## src/rtl/vend_pkg.sv

```systemverilog
// Shared definitions for the vending controller: FSM states, coin encodings
// and the coin-to-credit conversion.
package vend_pkg;

    typedef enum logic [1:0] {
        ST_IDLE,
        ST_ACCUM,
        ST_VEND,
        ST_CHANGE
    } vend_state_t;

    localparam logic [1:0] COIN_INVALID = 2'b00;
    localparam logic [1:0] COIN_NICKEL  = 2'b01;
    localparam logic [1:0] COIN_DIME    = 2'b10;
    localparam logic [1:0] COIN_QUARTER = 2'b11;

    // Value of a coin in 5-cent units; invalid coins are worth nothing.
    function automatic logic [2:0] coin_value(input logic [1:0] coin);
        case (coin)
            COIN_NICKEL:  coin_value = 3'd1;
            COIN_DIME:    coin_value = 3'd2;
            COIN_QUARTER: coin_value = 3'd5;
            default:      coin_value = 3'd0;
        endcase
    endfunction

endpackage

```

## src/rtl/vend_timer.sv

```systemverilog
// VEND-phase watchdog: counts cycles while enabled, cleared whenever the
// controller is outside VEND, and flags the last permitted cycle.
module vend_timer #(
    parameter int TIMEOUT_CYC = 1024
) (
    input  logic clk,
    input  logic rst_n,
    input  logic clear,
    input  logic enable,
    output logic expired
);

    localparam int CNT_W = (TIMEOUT_CYC > 1) ? $clog2(TIMEOUT_CYC) : 1;
    localparam logic [CNT_W-1:0] LAST = CNT_W'(TIMEOUT_CYC - 1);

    logic [CNT_W-1:0] count;

    always_ff @(posedge clk or negedge rst_n) begin
        if (!rst_n) begin
            count <= '0;
        end else if (clear) begin
            count <= '0;
        end else if (enable && !expired) begin
            count <= count + 1'b1;
        end
    end

    assign expired = (count == LAST);

endmodule

```

## src/rtl/vend_controller.sv

```systemverilog
// Coin-operated vending controller: accumulates credit, requests a vend at
// the item price, and refunds remaining credit one nickel every other cycle.
module vend_controller
    import vend_pkg::*;
#(
    parameter int PRICE_UNITS = 8,
    parameter int CREDIT_W    = 5,
    parameter int TIMEOUT_CYC = 1024
) (
    input  logic                clk,
    input  logic                rst_n,
    input  logic                coin_valid,
    input  logic [1:0]          coin_type,
    input  logic                cancel,
    input  logic                vend_ack,
    output logic                coin_accept,
    output logic                coin_reject,
    output logic                vend_req,
    output logic                change_pulse,
    output logic                vend_fault,
    output logic [CREDIT_W-1:0] credit,
    output logic                busy
);

    localparam logic [CREDIT_W-1:0] PRICE = CREDIT_W'(PRICE_UNITS);

    vend_state_t         state, state_n;
    logic [CREDIT_W-1:0] credit_n;
    logic [CREDIT_W-1:0] coin_sum;
    logic                phase, phase_n;
    logic                accept_n, reject_n, pulse_n, fault_n;
    logic                timer_expired;

    vend_timer #(
        .TIMEOUT_CYC(TIMEOUT_CYC)
    ) u_timer (
        .clk    (clk),
        .rst_n  (rst_n),
        .clear  (state != ST_VEND),
        .enable (state == ST_VEND),
        .expired(timer_expired)
    );

    always_comb begin
        state_n  = state;
        credit_n = credit;
        phase_n  = phase;
        accept_n = 1'b0;
        reject_n = 1'b0;
        pulse_n  = 1'b0;
        fault_n  = 1'b0;
        coin_sum = credit + CREDIT_W'(coin_value(coin_type));

        case (state)
            ST_IDLE, ST_ACCUM: begin
                // Cancel outranks a simultaneous coin, which is handed back.
                if (state == ST_ACCUM && cancel) begin
                    state_n  = ST_CHANGE;
                    phase_n  = 1'b0;
                    reject_n = coin_valid;
                end else if (coin_valid) begin
                    if (coin_type == COIN_INVALID) begin
                        reject_n = 1'b1;
                    end else begin
                        credit_n = coin_sum;
                        accept_n = 1'b1;
                        state_n  = (coin_sum >= PRICE) ? ST_VEND : ST_ACCUM;
                    end
                end
            end

            ST_VEND: begin
                reject_n = coin_valid;
                if (vend_ack) begin
                    credit_n = credit - PRICE;
                    state_n  = (credit_n != '0) ? ST_CHANGE : ST_IDLE;
                    phase_n  = 1'b0;
                end else if (timer_expired) begin
                    fault_n = 1'b1;
                    state_n = ST_CHANGE;
                    phase_n = 1'b0;
                end
            end

            ST_CHANGE: begin
                reject_n = coin_valid;
                if (phase) begin
                    phase_n = 1'b0;
                    if (credit == '0) begin
                        state_n = ST_IDLE;
                    end
                end else if (credit == '0) begin
                    state_n = ST_IDLE;
                end else begin
                    credit_n = credit - 1'b1;
                    pulse_n  = 1'b1;
                    phase_n  = 1'b1;
                end
            end

            default: state_n = ST_IDLE;
        endcase
    end

    always_ff @(posedge clk or negedge rst_n) begin
        if (!rst_n) begin
            state        <= ST_IDLE;
            credit       <= '0;
            phase        <= 1'b0;
            coin_accept  <= 1'b0;
            coin_reject  <= 1'b0;
            change_pulse <= 1'b0;
            vend_fault   <= 1'b0;
            vend_req     <= 1'b0;
            busy         <= 1'b0;
        end else begin
            state        <= state_n;
            credit       <= credit_n;
            phase        <= phase_n;
            coin_accept  <= accept_n;
            coin_reject  <= reject_n;
            change_pulse <= pulse_n;
            vend_fault   <= fault_n;
            vend_req     <= (state_n == ST_VEND);
            busy         <= (state_n == ST_VEND) || (state_n == ST_CHANGE);
        end
    end

endmodule

```

## config.mk

```make
export PLATFORM = sky130hd
export DESIGN_NAME = vend_controller
export DESIGN_NICKNAME = d
export VERILOG_FILES = /design/src/rtl/vend_pkg.sv /design/src/rtl/vend_timer.sv /design/src/rtl/vend_controller.sv
export SDC_FILE = /design/constraint.sdc
export NUM_CORES = 1
export LEC_CHECK = 0
export ABC_AREA = 1
export BUFFER_PORTS_ARGS = -buffer_cell sky130_fd_sc_hd__buf_2
export CAP_MARGIN = 20
export CORE_MARGIN = 8
export CORE_UTILIZATION = 57
export CTS_CLUSTER_SIZE = 25
export DETAILED_ROUTE_END_ITERATION = 10
export MAX_ROUTING_LAYER = met4
export PLACE_DENSITY = 0.89
export SLEW_MARGIN = 40
export SYNTH_ARGS = -nofsm -noshare
export SYNTH_HDL_FRONTEND = slang
export SYNTH_SLANG_ARGS = --single-unit
```

## constraint.sdc

```tcl
create_clock -name clk -period 2.1 [get_ports clk]
set_input_delay 0.105 -clock clk [delete_from_list [all_inputs] [get_ports clk]]
set_output_delay 0.105 -clock clk [all_outputs]
set_load 0.01 [all_outputs]
```

# --- Word level (Yosys, flattened, before mapping) ---
# Index checks and enable logic that the tools add are counted.
op_classes:
  addsub: 4
  magnitude_cmp: 1
  n_eq_ne: 18
  muxes: 37
  reduce_logical: 13
op_table:
  columns: ["operator", "count"]
  rows:
  - ["$mux 5", 6]
  - ["$mux 10", 2]
  - ["$mux 1", 16]
  - ["$mux 2", 8]
  - ["$ne 2x2->1 const B", 8]
  - ["$pmux 5 s3", 1]
  - ["$eq 2x2->1 const B", 6]
  - ["$add 10x1->10 const B", 1]
  - ["$eq 10x10->1 const B", 1]
  - ["$pmux 3 s3", 1]
  - ["$pmux 2 s3", 1]
  - ["$reduce_and 6->1", 1]
  - ["$add 5x3->5", 1]
  - ["$ge 5x4->1 const B", 1]
  - ["$logic_not 5->1", 1]
  - ["$reduce_bool 5->1", 1]
  - ["$sub 5x1->5 const B", 1]
  - ["$sub 5x4->5 const B", 1]
  - ["$eq 2x1->1 const B", 2]
  - ["$logic_not 2->1", 2]
  - ["$reduce_or 2->1", 2]
  - ["$ne 3x3->1 const B", 1]
  - ["$pmux 1 s3", 1]
  - ["$logic_and 1x1->1", 2]
  - ["5 further kinds", 5]
totals:
  reg_bits: 24
  in_bits: 7
  output_inout_bits: 11
  word_cells: 83

# --- Logic depth before layout (Yosys ltp) ---
# Gate-level depths: netlist of the first run.
logic_depth:
  word_depth: 11
  mapped_depth: 12
  depth_no_buf: 12

# --- Cells and area by module ---
# A second synthesis of the first run with hierarchy kept.
unflattened:
  cells_unflattened: 229
  hier_area_um2: 1597.8
by_module_without_submodules:
  columns: ["mod", "n_inst", "cells_each", "area_each_um2", "seq_area_each_um2"]
  rows:
  - ["vend_controller", 1, 131, 932.1, 325.3]
  - ["vend_timer", 1, 98, 665.6, 250.2]

# --- Worst setup path after synthesis of the first run ---
# No wires, ideal clock.
synth_timing:
  kind: "reg-to-reg"
  start: "reg credit[0]"
  end: "reg vend_req"
  setup_ps: 69
  arrival_time_ps: 1655
  required_time_ps: 2031
  setup_slack_ps: 376
  stages_incl_launch_ff: 12
  path_buffers: 0
  period_less_slack_ps: 1724
  cell_sequence: "dfrtp_1 > ha_1 > fa_1 > nand3_1 > nand2_1 > nand2_1 > nand2_1 > nand2_1 > nand3_1 > nand2_4 > inv_2 > nor2_2"
synth_via:
  elab_chain_len: 8
synth_lines:
  columns: ["element", "line", "source"]
  rows:
  - ["from (decl)", "vend_controller.sv:21", "output logic [CREDIT_W-1:0] credit,"]
  - ["from (signal assigned)", "vend_controller.sv:118", "credit <= credit_n;"]
  - ["$add 5x3->5", "vend_controller.sv:52", "coin_sum = credit + CREDIT_W'(coin_value(coin_type));"]
  - ["$ge 5x4->1", "vend_controller.sv:67", "state_n = (coin_sum >= PRICE) ? ST_VEND : ST_ACCUM;"]
  - ["$mux 2", "vend_controller.sv:67", null]
  - ["$mux 2", "vend_controller.sv:62", "if (coin_type == COIN_INVALID) begin"]
  - ["$mux 2", "vend_controller.sv:61", "end else if (coin_valid) begin"]
  - ["$mux 2", "vend_controller.sv:57", "if (state == ST_ACCUM && cancel) begin"]
  - ["$pmux 2 s3 *", "vend_controller.sv:54", "case (state)"]
  - ["net state_n[1]", "vend_controller.sv:27", "vend_state_t state, state_n;"]
  - ["$eq 2x2->1 *", "vend_controller.sv:124", "vend_req <= (state_n == ST_VEND);"]
  - ["to (signal assigned)", "vend_controller.sv:124", null]
  - ["to (decl)", "vend_controller.sv:18", "output logic vend_req,"]
# Mark *: on every way through the listed nets, which the timed path passes. The rest lies on a longest branch.
# A chain may end at the register's enable or synchronous reset.

# --- Final worst setup path of the first run ---
# Ends and elaborated chain as after synthesis.

==> results of run 1 <==
==> metrics by stage <==
| step | instances | area, um^2 | utilization | hold slack [ps] |
|---|---|---|---|---|
| floorplan | 183 | 1490 | - | -191 |
| global placement | 227 | 1580 | 0.638 | 103 |
| detailed placement | 227 | 1580 | 0.638 | 103 |
| CTS | 233 | 1630 | 0.658 | 15.5 |
| global route | 233 | 1630 | 0.658 | 12.4 |
| finish | 233 | 1630 | 0.658 | 19.4 |
==> how the worst max path moves through the flow <==
stage,from,to,slack (ps),cells past startpoint
after detailed placement,credit[0],vend_req,320,11
after floorplan,credit[0],vend_req,380,11
after global routing,credit[0],vend_req,150,11
final,credit[0],vend_req,290,11
after CTS,credit[0],vend_req,300,11
after global placement,credit[0],vend_req,380,11
==> report_power, final <==
group          total [uW]  internal [uW]  switching [uW]
Clock                 212           72.6             140
Sequential            444            444           0.148
Combinational        43.2           14.8            28.4
==> cell type report <==
class                           instances  area share
Sequential cell                        23       0.353
Clock inverter                          1     0.00460
Inverter                               24      0.0568
Timing Repair Buffer                   19      0.0645
Clock buffer                            3      0.0138
Multi-Input combinational cell        133       0.484
Tap cell                               30      0.0230
==> flip-flops by register name (all words and copies together) (netlist names) <==
name           count
coin_reject        1
vend_req           1
busy               1
u_timer.count     10
phase              1
vend_fault         1
change_pulse       1
credit             5
state              1
coin_accept        1
==> kinds of logic after synthesis <==
family,synth area share
AOI/OAI and AO/OA,0.160
and+or+nand+nor,0.315
DFF,0.387
buffers and inverters,0.0824
adders and majority gates,0.0555
==> critical path: cells and delay by family, from the launching register on <==
| kind | cells | cell delay (ps) |
|---|---|---|
| fa+ha+maj | 2 | 660 |
| buf+inv | 1 | 30 |
| flops | 1 | 430 |
| simple gates | 8 | 620 |
==> metal layers <==
| layer | global-route usage | wire length (um) | vias up |
|---|---|---|---|
| met2 | 0.215 | 1390 | 30 |
| met3 | 0.0151 | 148 | 2 |
| li1 | - | - | 645 |
| met1 | 0.195 | 1440 | 586 |
| met4 | 0.0548 | 25 | 0 |
| met5 | - | 0 | - |
==> synthesized netlist by cell type <==
cell type,number
nand2_1,27
dfrtp_1,23
nand3_1,17
nor2_1,17
inv_1,16
nand2_2,10
a21oi_1,8
o21ai_0,8
inv_2,7
nor2_2,7
ha_1,5
nor3_1,5
o21ai_1,5
a21oi_2,4
nor2_4,3
a211oi_2,2
buf_6,2
a22oi_1,1
a31o_2,1
a31oi_1,1
and3_1,1
buf_4,1
fa_1,1
inv_4,1
nand2_4,1
nand3_4,1
nand4_1,1
nand4_2,1
o21a_1,1
o21ai_2,1
o21bai_2,1
o22ai_1,1
o31a_1,1
o31ai_1,1
==> metrics.csv, run 1 <==
stage,metric,value,unit
worst_setup_path,R2R depth,11,
detailed_routing,detailed-route vias per instance,5.42,
grt,global-route wire length before repair,4910,um
synthesis,sequential-to-total area share from yosys stat,0.387,
timing,final setup fails,0,
die,die width,67.1,um
pwr,Pwr per Cell Area,429,nW/um^2
grt,initial antenna violation count,0,
synthesis,mean post-synth cell area,8.13,um^2
synthesis,synthesis-stage register bit count,23,
clock_tree,"CTS clk-pin slew, worst paths",130,ps
hold_path,min-delay src,coin_valid,
worst_setup_path,RR Startpoint,credit[0],
timing,"Hold Violations, Final",0,
worst_setup_path,"Critical Path, Cell by Cell",ha_1 -> fa_1 -> nand3_1 -> nand2_1 -> nand2_1 -> nand2_1 -> nand2_1 -> nand3_1 -> nand2_4 -> inv_2 -> nor2_2,
synthesis,yosys warns,0,
detailed_routing,Remaining DRCs,0,
layout,P&R area growth vs syn,9.59,%
grt,largest net degree at the start of global routing,24,
grt,final global-route overflow total,0,
synthesis,Synth Cell Area,1490,um^2
clock_tree,clock buffer depth,2,
pwr,Pwr Total,699,uW
detailed_routing,1st-iter DRT viols,78,
timing,max_slew headroom,0.655,
clock_tree,CTS HTree Levels,1,
timing,Post-Route Setup TNS,0,ps
timing,worst slew pin tran,517,ps
clock_tree,Root Driver,clkbuf_4,
detailed_routing,average wire per standard cell,12.9,um
pwr,P_leak,0.000794,uW
worst_setup_path,critical path class,reg -> reg,
timing,RSZ-0062 raised after global routing,no,
hold_path,Hold Path Cell Cnt,2,
placement,gpl congestion,0.944,
layout,nets,217,
grt,Overall Global Routing Usage,0.144,
worst_setup_path,Critical Path RT,2360,ps
synthesis,Netlist cell types,34,
grt,number of global-route vias before repair,1093,
timing,Final min period,1810,ps
clock_tree,clk_lat worst skew,310,ps
clock_tree,CTS Hold Bufs,2,
synthesis,top area cells in the synthesized netlist,"dfrtp_1, nand2_1, nand3_1, nor2_1, ha_1",
clock_tree,CTS tree,yes,
placement,Port Buffers,17,
job,max-cap violation count,0,
detailed_routing,DR vias,1263,
worst_setup_path,endpoint kind of the worst setup timing path,flip-flop,
worst_setup_path,reg2reg setup slack,290,ps
timing,Clock Skew,3.35,ps
die,Initial Util,0.601,
synthesis,"Net Count, Synth",196,
timing,slack of the critical path,293,ps
clock_tree,post-CTS setup buffer count,0,
worst_setup_path,Reg2Reg Capture Point,vend_req,
timing,period utilization,0.860,
hold_path,Hold/Removal Path Class,in -> reg,
timing,Fmax,553,MHz
placement,"worst slack, placed",322,ps
clock_tree,CTS Buf Count,3,
die,Core Footprint,2480,um^2
status,status,finished clean,
clock_tree,PostCTS Resize Cnt,0,
synthesis,Syn Inst Count,183,
worst_setup_path,Crit-path slowest cell,dfrtp_1,
layout,filler instances,220,
detailed_routing,drt pass-1 iters,4,
die,IO Count,18,
layout,layout cells sized above 1,0.300,
hold_path,Worst Hold Path EP,coin_reject,
placement,DP HPWL,2330,um
pwr,VDD IR-drop max,0.381,mV
worst_setup_path,crit-path most repeated cell,nand2_1,
layout,most frequent cells in the layout,"nand2_1, dfrtp_1, nor2_1, nand3_1, buf_2",
worst_setup_path,worst-path maximum fanout,4,
die,row count,18,
detailed_routing,Final ANT Viol Nets,0,
clock_tree,clk sink count,23,
detailed_routing,detailed-route wire length,3010,um
synthesis,top-area cell type share of the netlist area,0.387,
layout,Antenna diodes,0,
layout,multi-input logic area,790,um^2
die,Die Area,4500,um^2
worst_setup_path,CP arrival,2070,ps
layout,"most common cell after layout, fill and taps aside",nand2_1,
die,Die H,67.1,um
synthesis,cell taking the most area after synthesis,dfrtp_1,
layout,FF/Latch Area,576,um^2
worst_setup_path,"Largest stage delay, worst path",430,ps
timing,final slew viol count,0,
worst_setup_path,Worst Setup Start Kind,flip-flop,
Power figures use the tool's default switching activity.
==> run 2, diff against run 1 <==
- CORE_UTILIZATION: 57 -> 35
- PLACE_DENSITY: 0.89 -> 0.64
==> run 2 against run 1 <==
  * Worst hold slack gained 18 ps
  * Sequential share of layout area shrank 0.82 points
  * Largest power group unchanged
  * Non-clock buffer count is the same
  * Largest cell class unchanged
  * Critical path depth is the same
  * Clock-buffer cell count is the same
  * Worst setup slack lost 13 ps
  * Sequential power is essentially flat
  * Clock skew shrank 1.8 ps
==> metrics.csv, run 2 (synthesis results as in run 1) <==
stage,metric,value,unit
hold_path,Hold/Removal Path Class,in -> reg,
die,Initial Util,0.367,
detailed_routing,detailed-route wire length,3130,um
detailed_routing,DR vias,1231,
worst_setup_path,worst-path maximum fanout,4,
layout,most flop-heavy register,u_timer.count,
worst_setup_path,Critical Path RT,2300,ps
die,row count,23,
grt,Overall Global Routing Usage,0.105,
clock_tree,"CTS clk-pin slew, worst paths",80,ps
status,status,finished clean,
pwr,Comb pwr share,0.053,
pwr,Switching Share,0.228,
worst_setup_path,WP buf/inv,1,
pwr,clock share of power,0.366,
layout,Largest regs,"u_timer.count (10), credit (5)",
clock_tree,CTS tree,yes,
timing,RSZ-0062 raised after global routing,no,
pwr,P_leak,0.000806,uW
die,IO Count,18,
die,Core Footprint,4060,um^2
worst_setup_path,crit-path most repeated cell,nand2_1,
detailed_routing,detailed-route vias per instance,4.87,
timing,worst slew pin tran,537,ps
grt,initial antenna violation count,0,
clock_tree,clk sink count,23,
grt,final global-route overflow total,0,
worst_setup_path,Worst Setup Start Kind,flip-flop,
timing,final slew viol count,0,
timing,"Hold Violations, Final",0,
pwr,Pwr per Cell Area,457,nW/um^2
worst_setup_path,"Largest stage delay, worst path",440,ps
placement,Port Buffers,17,
worst_setup_path,Crit-path slowest cell,fa_1,
layout,most frequent cells in the layout,"nand2_1, dfrtp_1, nor2_1, nand3_1, buf_2",
timing,period utilization,0.866,
worst_setup_path,CP arrival,2020,ps
worst_setup_path,endpoint kind of the worst setup timing path,flip-flop,
layout,"most common cell after layout, fill and taps aside",nand2_1,
timing,Final min period,1820,ps
timing,final hold slack,37.1,ps
timing,Fmax,550,MHz
die,Die Area,6590,um^2
detailed_routing,Remaining DRCs,0,
job,max-cap violation count,0,
detailed_routing,1st-iter DRT viols,82,
clock_tree,CTS Hold Bufs,1,
clock_tree,clk_lat worst skew,260,ps
detailed_routing,Final ANT Viol Nets,0,
layout,Antenna diodes,0,
die,Die H,81.2,um
grt,number of global-route vias before repair,1168,
die,die width,81.2,um
timing,Clock Skew,1.59,ps
pwr,Int Pwr,589,uW
placement,DP HPWL,2460,um
pwr,Flop pwr share,0.581,
clock_tree,CTS Buf Count,3,
clock_tree,clock buffer depth,2,
layout,number of flip-flops under the largest register name,10,
timing,max_slew headroom,0.642,
worst_setup_path,"CP delay by family, top",adder cells,
layout,layout cells sized above 1,0.305,
worst_setup_path,critical path class,reg -> reg,
clock_tree,CTS HTree Levels,1,
grt,largest net degree at the start of global routing,24,
timing,final setup fails,0,
pwr,sw power,174,uW
clock_tree,PostCTS Resize Cnt,0,
layout,P&R area growth vs syn,12.2,%
timing,Post-Route Setup TNS,0,ps
layout,nets,217,
clock_tree,post-CTS setup buffer count,0,
pwr,VDD IR-drop max,0.217,mV
clock_tree,Root Driver,clkbuf_8,
placement,gpl congestion,0.871,
worst_setup_path,"Critical Path, Cell by Cell",ha_1 -> fa_1 -> nand3_1 -> nand2_1 -> nand2_1 -> nand2_1 -> nand2_1 -> nand3_1 -> nand2_4 -> inv_2 -> nor2_2,
grt,global-route wire length before repair,5310,um
detailed_routing,drt pass-1 iters,4,
detailed_routing,average wire per standard cell,12.4,um
==> run 2: cell count changes in the layout (fill, tap and decap cells not counted) <==
cell / previous run / this run
buf_4: 0 / 1
clkbuf_4: 3 / 0
clkbuf_8: 0 / 3
clkinv_2: 0 / 1
clkinvlp_4: 1 / 0
dlygate4sd3_1: 2 / 1
==> run 2: per-layer routing <==
layer | vias up | track usage | share of wire
met5 | - | - | 0
met2 | 27 | 0.156 | 0.46
met3 | 4 | 0.0143 | 0.037
met4 | 0 | 0.0589 | 0.022
li1 | 649 | - | -
met1 | 551 | 0.134 | 0.48
==> run 2: cell type report <==
cell class / count / area [um^2]
fill: 416 / 2390
multi-input combinational: 133 / 790
sequential: 23 / 576
timing repair buffer: 19 / 103
inverter: 24 / 92.6
tap: 50 / 62.6
clock buffer: 3 / 41.3
clock inverter: 1 / 5.00
==> run 2: power groups by stage <==
stage	Combinational, uW	Clock [uW]	Sequential [uW]
after floorplan	17.2	0	453
after global placement	39.6	0	452
after detailed placement	40.3	0	452
after CTS	41.9	298	444
after global routing	46.2	307	444
final	40.5	279	444
==> run 2: metrics by stage <==
| stage | setup slack, ps | total power, uW | area, um^2 | cells | utilization |
|---|---|---|---|---|---|
| 2_1_floorplan | 376 | 470 | 1490 | 183 | - |
| 3_3_place_gp | 369 | 492 | 1610 | 248 | 0.397 |
| 3_5_place_dp | 308 | 493 | 1610 | 248 | 0.397 |
| 4_1_cts | 274 | 784 | 1670 | 253 | 0.411 |
| 5_1_grt | 143 | 797 | 1670 | 253 | 0.411 |
| 6_report | 280 | 763 | 1670 | 253 | 0.411 |
==> run 2: worst paths after layout <==
| kind | start | end | slack, ps | depth (start not counted) |
|---|---|---|---|---|
| min reg2reg | phase | change_pulse | 490 | 1 |
| max | credit[0] | vend_req | 280 | 11 |
| min in group asynchronous | rst_n | u_timer.count[7] | 350 | 2 |
| min | vend_ack | vend_fault | 40 | 2 |
| max reg2reg | credit[0] | vend_req | 280 | 11 |
| max in group asynchronous | rst_n | vend_req | 1390 | 2 |
==> run 3, diff against run 2 <==
- TNS_END_PERCENT: default -> 100
- clock period: 2.1 -> 1.9 ns (I/O delays scaled with it)
==> run 3 against run 2 <==
  * Sequential cell count is the same
  * Combinational power grew 12%
  * Clock-buffer cell count is the same
  * Clock skew grew 3.8 ps
  * Critical path depth is the same
  * Global-route usage grew 0.67 points
  * Maximum frequency grew 6.1%
  * Clock power grew 16%
  * Sequential power grew 10%
  * Via count grew 2.1%
  * Cell area grew 1.2%
  * Total power grew 13%
  * Critical endpoint unchanged
  * Highest routed layer unchanged
==> metrics.csv, run 3 (synthesis results as in run 1) <==
stage,metric,value,unit
timing,final hold slack,24.0,ps
hold_path,Hold Path Cell Cnt,2,
grt,Overall Global Routing Usage,0.112,
die,Core Footprint,4060,um^2
pwr,P_leak,0.000803,uW
timing,"Hold Violations, Final",0,
worst_setup_path,worst-path maximum fanout,4,
worst_setup_path,CP arrival,1920,ps
timing,period utilization,0.903,
layout,Antenna diodes,0,
timing,Fmax,583,MHz
layout,"most common cell after layout, fill and taps aside",nand2_1,
layout,number of flip-flops under the largest register name,10,
detailed_routing,DR vias,1257,
timing,Final min period,1720,ps
detailed_routing,Remaining DRCs,0,
clock_tree,Root Driver,clkbuf_8,
layout,filler instances,428,
hold_path,min-delay src,vend_ack,
worst_setup_path,"Critical Path, Cell by Cell",ha_2 -> fa_2 -> nand3_1 -> nand2_1 -> nand2_1 -> nand2_1 -> nand2_1 -> nand2_1 -> nand2_1 -> nand2_2 -> nor2_2,
clock_tree,clk sink count,23,
pwr,VDD IR-drop max,0.273,mV
worst_setup_path,critical path class,reg -> reg,
grt,global-route wire length before repair,5640,um
layout,"Cell Count, Final, Fillers Out",254,
worst_setup_path,reg2reg setup slack,180,ps
worst_setup_path,RR Startpoint,credit[0],
die,die width,81.2,um
detailed_routing,Final ANT Viol Nets,0,
worst_setup_path,"Largest stage delay, worst path",420,ps
layout,multi-input logic area,800,um^2
clock_tree,clock buffer depth,2,
detailed_routing,detailed-route vias per instance,4.95,
worst_setup_path,endpoint kind of the worst setup timing path,flip-flop,
timing,worst slew pin tran,521,ps
clock_tree,CTS tree,yes,
pwr,Pwr per Cell Area,509,nW/um^2
layout,nets,218,
layout,most frequent cells in the layout,"nand2_1, dfrtp_1, nor2_1, buf_2",
placement,Cells after DPL,248,
timing,RSZ-0062 raised after global routing,no,
die,row count,23,
timing,final setup fails,0,
grt,final global-route overflow total,0,
layout,FF/Latch Area,576,um^2
placement,"worst slack, placed",114,ps
grt,largest net degree at the start of global routing,24,
timing,final slew viol count,0,
worst_setup_path,Crit-path slowest cell,dfrtp_1,
clock_tree,"CTS clk-pin slew, worst paths",90,ps
layout,P&R area growth vs syn,13.5,%
timing,slack of the critical path,185,ps
job,max-cap violation count,0,
die,IO Count,18,
placement,DP HPWL,2410,um
timing,max_slew headroom,0.653,
detailed_routing,detailed-route wire length,3160,um
die,Initial Util,0.367,
hold_path,Worst Hold Path EP,vend_fault,
grt,initial antenna violation count,0,
timing,Clock Skew,5.34,ps
layout,most flop-heavy register,u_timer.count,
hold_path,Hold/Removal Path Class,in -> reg,
clock_tree,clk_lat worst skew,270,ps
worst_setup_path,Reg2Reg Capture Point,vend_req,
detailed_routing,drt pass-1 iters,4,
die,Die Area,6590,um^2
timing,Post-Route Setup TNS,0,ps
clock_tree,CTS HTree Levels,1,
placement,gpl congestion,0.863,
worst_setup_path,crit-path most repeated cell,nand2_1,
layout,layout cells sized above 1,0.324,
grt,number of global-route vias before repair,1264,
worst_setup_path,Worst Setup Start Kind,flip-flop,
layout,Largest regs,"u_timer.count (10), credit (5)",
die,Die H,81.2,um
placement,Port Buffers,17,
clock_tree,CTS Buf Count,3,
detailed_routing,average wire per standard cell,12.4,um
worst_setup_path,R2R depth,11,
detailed_routing,1st-iter DRT viols,54,
worst_setup_path,Critical Path RT,2110,ps
status,status,finished clean,
run 3: changes by cell type in the layout (fill, tap and decap cells not counted), sizes merged:
cell / previous run / this run
clkinv: 1 / 0
clkinvlp: 0 / 1
buf: 18 / 19
run 3: layout make-up:
type / instances / share of cell area
Tap cell: 50 / 0.0370
Multi-Input combinational cell: 133 / 0.473
Clock inverter: 1 / 0.00444
Inverter: 24 / 0.0548
Sequential cell: 23 / 0.341
Timing Repair Buffer: 20 / 0.0652
Clock buffer: 3 / 0.0244
run 3: power by group:
part	internal [uW]	total (uW)	switching (uW)
Sequential	490	490	0.397
Clock	149	324	176
Combinational	15.3	45.4	30.2
Total	654	860	206
run 3: worst max path at each step:
stage,end,cells past startpoint,slack (ps),from
after floorplan,vend_req,11,180,credit[0]
after global placement,vend_req,11,170,credit[0]
after detailed placement,vend_req,11,110,credit[0]
after CTS,vend_req,11,80,credit[0]
after global routing,vend_req,11,40,credit[0]
final,vend_req,11,180,credit[0]
run 3: through the flow:
| stage | total power, uW | instance area (um^2) | utilization |
|---|---|---|---|
| finish | 860 | 1690 | 0.416 |
| detailed placement | 544 | 1610 | 0.397 |
| floorplan | 520 | 1490 | - |
| CTS | 870 | 1670 | 0.412 |
| global placement | 544 | 1610 | 0.397 |
| global route | 893 | 1690 | 0.416 |
run 3: routing by layer:
| layer | part of all wire | global-route usage |
|---|---|---|
| met1 | 0.50 | 0.147 |
| met2 | 0.43 | 0.162 |
| met3 | 0.050 | 0.0166 |
| met4 | 0.023 | 0.0571 |
| met5 | 0 | - |
run 3: timing repair:
action	4_1_cts	5_1_grt
setup buffers	0	1
hold endpoints to repair	23	0
setup endpoints to repair	0	2
hold buffers	1	0
gates resized for setup	0	3
run 3: critical path, delay by kind of cell, from the launching register on:
family / cells / cell delay [ps]
fa+ha+maj: 2 / 580
simple gates: 9 / 650
flops: 1 / 420
